### src/rtl/osr_pkg.sv
// Shared constants, types and count decode for the PIO shift registers (OSR/ISR).
package osr_pkg;

  localparam int unsigned DATA_W          = 32;
  localparam int unsigned CNT_W           = 6;
  localparam int unsigned BITS_W          = 5;
  localparam int unsigned OSR_EMPTY_COUNT = 32;

  // Shift direction encoding as carried by the shift_dir control bit
  typedef enum logic {
    SHIFT_LEFT  = 1'b0,
    SHIFT_RIGHT = 1'b1
  } shift_dir_e;

  // Result of one OUT extract: bits handed out and what stays in the register
  typedef struct packed {
    logic [DATA_W-1:0] bits;
    logic [DATA_W-1:0] rem;
  } shift_res_t;

  // 5-bit count field where 0 encodes a full 32-bit word
  function automatic logic [CNT_W-1:0] decode_count(input logic [BITS_W-1:0] v);
    decode_count = (v == '0) ? CNT_W'(OSR_EMPTY_COUNT) : {1'b0, v};
  endfunction

endpackage

### src/rtl/osr_if.sv
// TX FIFO read port as seen between the FIFO (master) and the OSR (slave).
interface osr_if;
  import osr_pkg::*;

  logic              fifo_empty;
  logic [DATA_W-1:0] fifo_data;
  logic              fifo_pull;

  modport master (
    output fifo_empty,
    output fifo_data,
    input  fifo_pull
  );

  modport slave (
    input  fifo_empty,
    input  fifo_data,
    output fifo_pull
  );

endinterface

### src/rtl/osr.sv
// PIO output shift register: MOV/PULL loads, OUT extraction, autopull refill.
module osr
  import osr_pkg::*;
(
  input  logic              clk,
  input  logic              reset,
  input  logic              penable,
  input  logic              stalled,
  input  logic              shift_dir,
  input  logic              auto_pull,
  input  logic [BITS_W-1:0] pull_thresh,
  input  logic              do_shift,
  input  logic [BITS_W-1:0] bit_count,
  input  logic              do_pull,
  input  logic              pull_block,
  input  logic              do_set,
  input  logic [DATA_W-1:0] din,
  osr_if.slave              fifo,
  output logic [DATA_W-1:0] dout,
  output logic              osr_stall,
  output logic [CNT_W-1:0]  shift_count,
  output logic [DATA_W-1:0] osr_value
);

  localparam int unsigned SUM_W = CNT_W + 1;

  logic [DATA_W-1:0] osr_q, osr_d;
  logic [CNT_W-1:0]  count_q, count_d;
  logic              fifo_pull_c;

  logic [CNT_W-1:0]  n_bits;
  logic [CNT_W-1:0]  thresh;
  logic [SUM_W-1:0]  count_sum;
  logic              refill_due;
  logic              can_act;
  shift_res_t        sh;

  // Split the register into the n bits handed out and the remainder kept
  function automatic shift_res_t shift_extract(
    input logic [DATA_W-1:0] v,
    input logic [CNT_W-1:0]  n,
    input shift_dir_e        dir
  );
    shift_res_t        r;
    logic [2*DATA_W-1:0] wide;
    logic [2*DATA_W-1:0] mask;
    wide = '0;
    mask = '0;
    if (dir == SHIFT_RIGHT) begin
      mask   = (64'(1) << n) - 64'd1;
      r.bits = v & mask[DATA_W-1:0];
      r.rem  = v >> n;
    end else begin
      wide   = {32'h0, v} << n;
      r.bits = wide[2*DATA_W-1:DATA_W];
      r.rem  = wide[DATA_W-1:0];
    end
    return r;
  endfunction

  // Next-state, OUT data, stall and FIFO pop decision
  always_comb begin
    osr_d       = osr_q;
    count_d     = count_q;
    fifo_pull_c = 1'b0;
    dout        = '0;
    osr_stall   = 1'b0;

    n_bits     = decode_count(bit_count);
    thresh     = decode_count(pull_thresh);
    sh         = shift_extract(osr_q, n_bits, shift_dir_e'(shift_dir));
    count_sum  = SUM_W'(count_q) + SUM_W'(n_bits);
    refill_due = auto_pull && (count_q >= thresh);
    // osr_stall must not depend on stalled, so gating lives only here
    can_act    = penable && !stalled && !reset;

    if (do_set) begin
      if (can_act) begin
        osr_d   = din;
        count_d = '0;
      end
    end else if (do_pull) begin
      if (!fifo.fifo_empty) begin
        if (can_act) begin
          osr_d       = fifo.fifo_data;
          count_d     = '0;
          fifo_pull_c = 1'b1;
        end
      end else if (pull_block) begin
        osr_stall = 1'b1;
      end else if (can_act) begin
        osr_d   = din;
        count_d = '0;
      end
    end else if (do_shift) begin
      if (refill_due) begin
        // OUT waits for a fresh word; it re-executes after the refill
        osr_stall = 1'b1;
        if (!fifo.fifo_empty && can_act) begin
          osr_d       = fifo.fifo_data;
          count_d     = '0;
          fifo_pull_c = 1'b1;
        end
      end else if (can_act) begin
        dout    = sh.bits;
        osr_d   = sh.rem;
        count_d = (count_sum > SUM_W'(OSR_EMPTY_COUNT)) ? CNT_W'(OSR_EMPTY_COUNT)
                                                        : count_sum[CNT_W-1:0];
      end
    end else if (refill_due && !fifo.fifo_empty && can_act) begin
      osr_d       = fifo.fifo_data;
      count_d     = '0;
      fifo_pull_c = 1'b1;
    end
  end

  // Register and shift count, cleared to empty on reset
  always_ff @(posedge clk) begin
    if (reset) begin
      osr_q   <= '0;
      count_q <= CNT_W'(OSR_EMPTY_COUNT);
    end else begin
      osr_q   <= osr_d;
      count_q <= count_d;
    end
  end

  assign fifo.fifo_pull = fifo_pull_c;
  assign shift_count    = count_q;
  assign osr_value      = osr_q;

endmodule
### src/flat_wrapper.sv
// flat-port wrapper written by rule: the top's interface ports become plain ports
module osr_flat import osr_pkg::*;
  (clk, reset, penable, stalled, shift_dir, auto_pull, pull_thresh, do_shift, bit_count, do_pull, pull_block, do_set, din, dout, osr_stall, shift_count, osr_value, fifo_fifo_empty, fifo_fifo_data, fifo_fifo_pull);
  osr_if fifo_i ();
  input  logic clk;
  input  logic reset;
  input  logic penable;
  input  logic stalled;
  input  logic shift_dir;
  input  logic auto_pull;
  input  logic [BITS_W-1:0] pull_thresh;
  input  logic do_shift;
  input  logic [BITS_W-1:0] bit_count;
  input  logic do_pull;
  input  logic pull_block;
  input  logic do_set;
  input  logic [DATA_W-1:0] din;
  output logic [DATA_W-1:0] dout;
  output logic osr_stall;
  output logic [CNT_W-1:0] shift_count;
  output logic [DATA_W-1:0] osr_value;
  input wire logic [$bits(fifo_i.fifo_empty)-1:0] fifo_fifo_empty;
  input wire logic [$bits(fifo_i.fifo_data)-1:0] fifo_fifo_data;
  output wire logic [$bits(fifo_i.fifo_pull)-1:0] fifo_fifo_pull;
  assign fifo_i.fifo_empty = fifo_fifo_empty;
  assign fifo_i.fifo_data = fifo_fifo_data;
  assign fifo_fifo_pull = fifo_i.fifo_pull;
  osr u_core (.clk(clk), .reset(reset), .penable(penable), .stalled(stalled), .shift_dir(shift_dir), .auto_pull(auto_pull), .pull_thresh(pull_thresh), .do_shift(do_shift), .bit_count(bit_count), .do_pull(do_pull), .pull_block(pull_block), .do_set(do_set), .din(din), .fifo(fifo_i), .dout(dout), .osr_stall(osr_stall), .shift_count(shift_count), .osr_value(osr_value));
endmodule
### config.mk
export PLATFORM = sky130hd
export DESIGN_NAME = osr_flat
export DESIGN_NICKNAME = d
export VERILOG_FILES = /design/src/rtl/osr_pkg.sv /design/src/rtl/osr_if.sv /design/src/rtl/osr.sv /design/src/flat_wrapper.sv
export SDC_FILE = /design/constraint.sdc
export NUM_CORES = 1
export LEC_CHECK = 0
export ABC_AREA = 1
export CAP_MARGIN = 30
export CORE_MARGIN = 2
export CORE_UTILIZATION = 33
export CTS_BUF_LIST = sky130_fd_sc_hd__clkbuf_16
export DETAILED_ROUTE_END_ITERATION = 8
export PLACE_DENSITY_LB_ADDON = 0.05
export SYNTH_ARGS = -nofsm -noshare
export SYNTH_HDL_FRONTEND = slang
export SYNTH_SLANG_ARGS = --single-unit
### constraint.sdc
create_clock -name clk -period 5.6 [get_ports clk]
set_input_delay 1.4 -clock clk [delete_from_list [all_inputs] [get_ports clk]]
set_output_delay 1.4 -clock clk [all_outputs]
set_load 0.03 [all_outputs]
==> run_results.csv <==
group,metric,value,unit
status,status,"finished, final reports clean",
synth,synth_top_flop_cell,"dfxtp_1",
synth,avgSynthCellArea,4.88,µm²
synth,ys_warn_count,0,
layout,final_cells,2177,
synth,ys_seq_area_share,8.98,%
worst_setup_path,slowest_stage,"clkdlybuf4s50_1",
worst_setup_path,path_max_fanout,27,
layout,drive_above_1_share,6.98,%
grt,antenna_found_initial,0,
clock_tree,cts_hold_buffers,0,
worst_setup_path,critPathMostFrequentCell,"nand2_1",
clock_tree,clock_path_buffers,2,
layout,diodes,0,
synth,ys_top_cells_by_area,"nand3_1, nand2_1, dfxtp_1, a21oi_1, inv_1",
layout,fill_cells,2960,
synth,netlist.area_leader.share,25.3,%
layout,finalCoreUtilization,41.7,%
layout,areaGrowthSynthToFinish,24.1,%
worst_setup_path,cpPeakStageDelay,0.63,ns
clock_tree,cts_setup_buffers,0,
timing,final_max_slew_viol_count,0,
job,maxCapViolations,0,
synth,yosysMostFrequentCell,"nand2_1",
synth,syn_nets,1832,
layout,fin_area,10500,µm²
worst_setup_path,cp-start-kind,"input pin",
floorplan,fp.dieW,164,µm
power_and_ir_drop,power_density,176,nW/µm²
worst_setup_path,worstPathRequired,4.20,ns
floorplan,pin_count,157,
clock_tree,clkSinkCount,38,
placement,gp_congestion,1.05,
worst_setup_path,path_buf_inv,3,
min_path,hp-class,"reg2reg",
layout,regArea,761,µm²
detailed_routing,dr.pass1.iters,8,
floorplan,die_h,164,µm
grt,grt_max_degree,64,
detailed_routing,detail-route-antenna-nets,0,
detailed_routing,wl_per_cell,24.3,µm
clock_tree,ctsHtreeMaxLevel,2,
timing,max_freq,181,MHz
timing,finalSetupViolations,0,
detailed_routing,vias,13000,
timing,grt_setup_unrepaired,"no",
detailed_routing,drc_errors,0,
timing,worstMarginPinSlew,0.704,ns
clock_tree,insertion_delay,0.30,ns
synth,yosysTopAreaCell,"nand3_1",
timing,relSlewSlack,53.0,%
worst_setup_path,worst_setup_path_end_kind,"output port",
worst_setup_path,crit_chain,"clkdlybuf4s50_1 -> buf_12 -> nand2_1 -> nand2_1 -> nand2_1 -> nand2_1 -> nand2_1 -> nand2_1 -> o21ai_1 -> o21bai_1 -> a21oi_1 -> buf_4",
floorplan,start_util,33.6,%
grt,grt_pass1_wl,76400,µm
worst_setup_path,crit_family,"simple AND/OR/NAND/NOR gates",
timing,skew,0.00802,ns
placement,post-dp-hpwl,41500,µm
grt,grt_usage,38.5,%
placement,place_ws,0.225,ns
grt,overflow,0,
synth,synth_common_cells,"nand2_1, nand3_1, inv_1, a21oi_1, nor2_1",
placement,post_dp_cell_area,10400,µm²
clock_tree,cts_resized,0,
clock_tree,path_clk_slew,0.06,ns
synth,yosysUniqueCellTypes,42,
detailed_routing,avgViaCountPerCell,5.96,
layout,multi_input_area,6610,µm²
floorplan,fp.dieArea,27000,µm²
grt,grt_pass1_vias,12000,
power_and_ir_drop,p_leak,0.00524,µW
synth,synth-edff-count,0,
floorplan,rows,58,
synth,synth_seq_cells,38,
timing,post-route-period-util,98.8,%
detailed_routing,drt-total-wl,52800,µm
floorplan,core-area,25200,µm²
clock_tree,cts-buffers-inserted,5,
timing,hold_violations,0,
timing,final.min_clock_period,5.53,ns
clock_tree,cts_tree,"yes",
synth,syn_area,8470,µm²
layout,nets,1943,
placement,portBuffers,156,
timing,worst_slack,0.0667,ns
detailed_routing,dr.first_iter.drc_count,1963,
timing,timing.setup.tns,0,ns
synth,ys_async_sr_fraction,0,%
worst_setup_path,crit_type,"in2out",
clock_tree,root_buffer,"clkbuf_16",
placement,placed_cells,2169,
worst_setup_path,crit_arrival,4.13,ns
synth,synthCells,1735,
power_and_ir_drop,vdd_drop_max,0.116,mV
## power breakdown
part | leakage [µW] | internal [µW] | total, µW | switching [µW]
Combinational | 0.00486 | 368 | 1190 | 826
Clock | 0.0000672 | 163 | 291 | 128
Sequential | 0.000315 | 303 | 369 | 65.4
Total | 0.00524 | 835 | 1850 | 1020
## path summary, 6_finish.rpt
| kind | from | endpoint | slack, ns | cells past startpoint |
|---|---|---|---|---|
| worst min register to register | u_core.shift_count[1] | u_core.shift_count[1] | 0.62 | 4 |
| worst max register to register | u_core.shift_count[0] | u_core.osr_value[17] | 2.68 | 16 |
| worst max-delay path | bit_count[0] | dout[11] | 0.07 | 12 |
| worst min-delay path | u_core.shift_count[1] | u_core.shift_count[1] | 0.62 | 4 |
## placed cells by master (no fill, tap or decap), types with 4 or more instances in the layout
cell type	synthesis	layout
o21ai_0	72	72
nand4_1	13	13
buf_12	0	5
nor2_2	7	7
nor3_1	11	11
nor2_1	131	131
a21oi_1	144	144
nand3_1	428	428
a31oi_1	7	7
o21ai_1	7	7
nand2_1	515	514
clkdlybuf4s50_1	0	119
clkbuf_16	0	5
inv_2	6	9
ha_1	12	12
o22ai_1	32	32
o211ai_1	5	5
dfxtp_1	38	38
inv_1	160	157
nand3b_1	4	4
buf_4	4	84
buf_2	31	4
nor2_4	5	5
## per-layer routing
layer | wire (µm) | share of wire, % | global-route usage, % | up-vias
li1 | - | - | - | 6005
met1 | 21900 | 41 | 51.5 | 5972
met2 | 22400 | 42 | 58.9 | 834
met3 | 5150 | 9.7 | 5.05 | 167
met4 | 3430 | 6.5 | 22.5 | 0
met5 | 0 | 0 | 0 | -
## sequential cells by signal, indices dropped and copies added, names as in the netlist
signal and cells:
u_core.osr_value 32, u_core.shift_count 6
## kinds of logic (layout without fill, tap and decap cells)
group	count (synthesis)	count (layout)	synth area share, %
AND/OR/NAND/NOR	1123	1123	58.1
AO/OA/AOI/OAI	279	279	17.6
buffers and inverters	277	389	13.0
flip-flops	38	38	8.98
adder cells (fa/ha/maj)	12	12	1.77
XOR/XNOR	5	5	0.517
other	1	1	0.0443
## metrics by stage
stage / hold WS (ns) / total power (µW)
finish: 0.623 / 1850
global route: 0.689 / 1960
CTS: 0.625 / 1820
detailed placement: 0.611 / 1520
global placement: 0.612 / 1530
floorplan: 0.675 / 1040
## worst min-delay path: cells and delay by family (launching register included)
| kind | cells | cell delay, ns |
|---|---|---|
| buffers and inverters | 1 | 0.08 |
| flip-flops | 1 | 0.38 |
| AND/OR/NAND/NOR | 3 | 0.13 |
## final cells by class
| class | count | area share, % |
|---|---|---|
| multi-input combinational | 1420 | 62.9 |
| tap | 330 | 3.93 |
| clock inverter | 3 | 0.155 |
| timing repair buffer | 213 | 18.6 |
| sequential | 38 | 7.24 |
| inverter | 168 | 6.00 |
| clock buffer | 5 | 1.19 |
No activity file was read; power rests on OpenSTA's default activity.
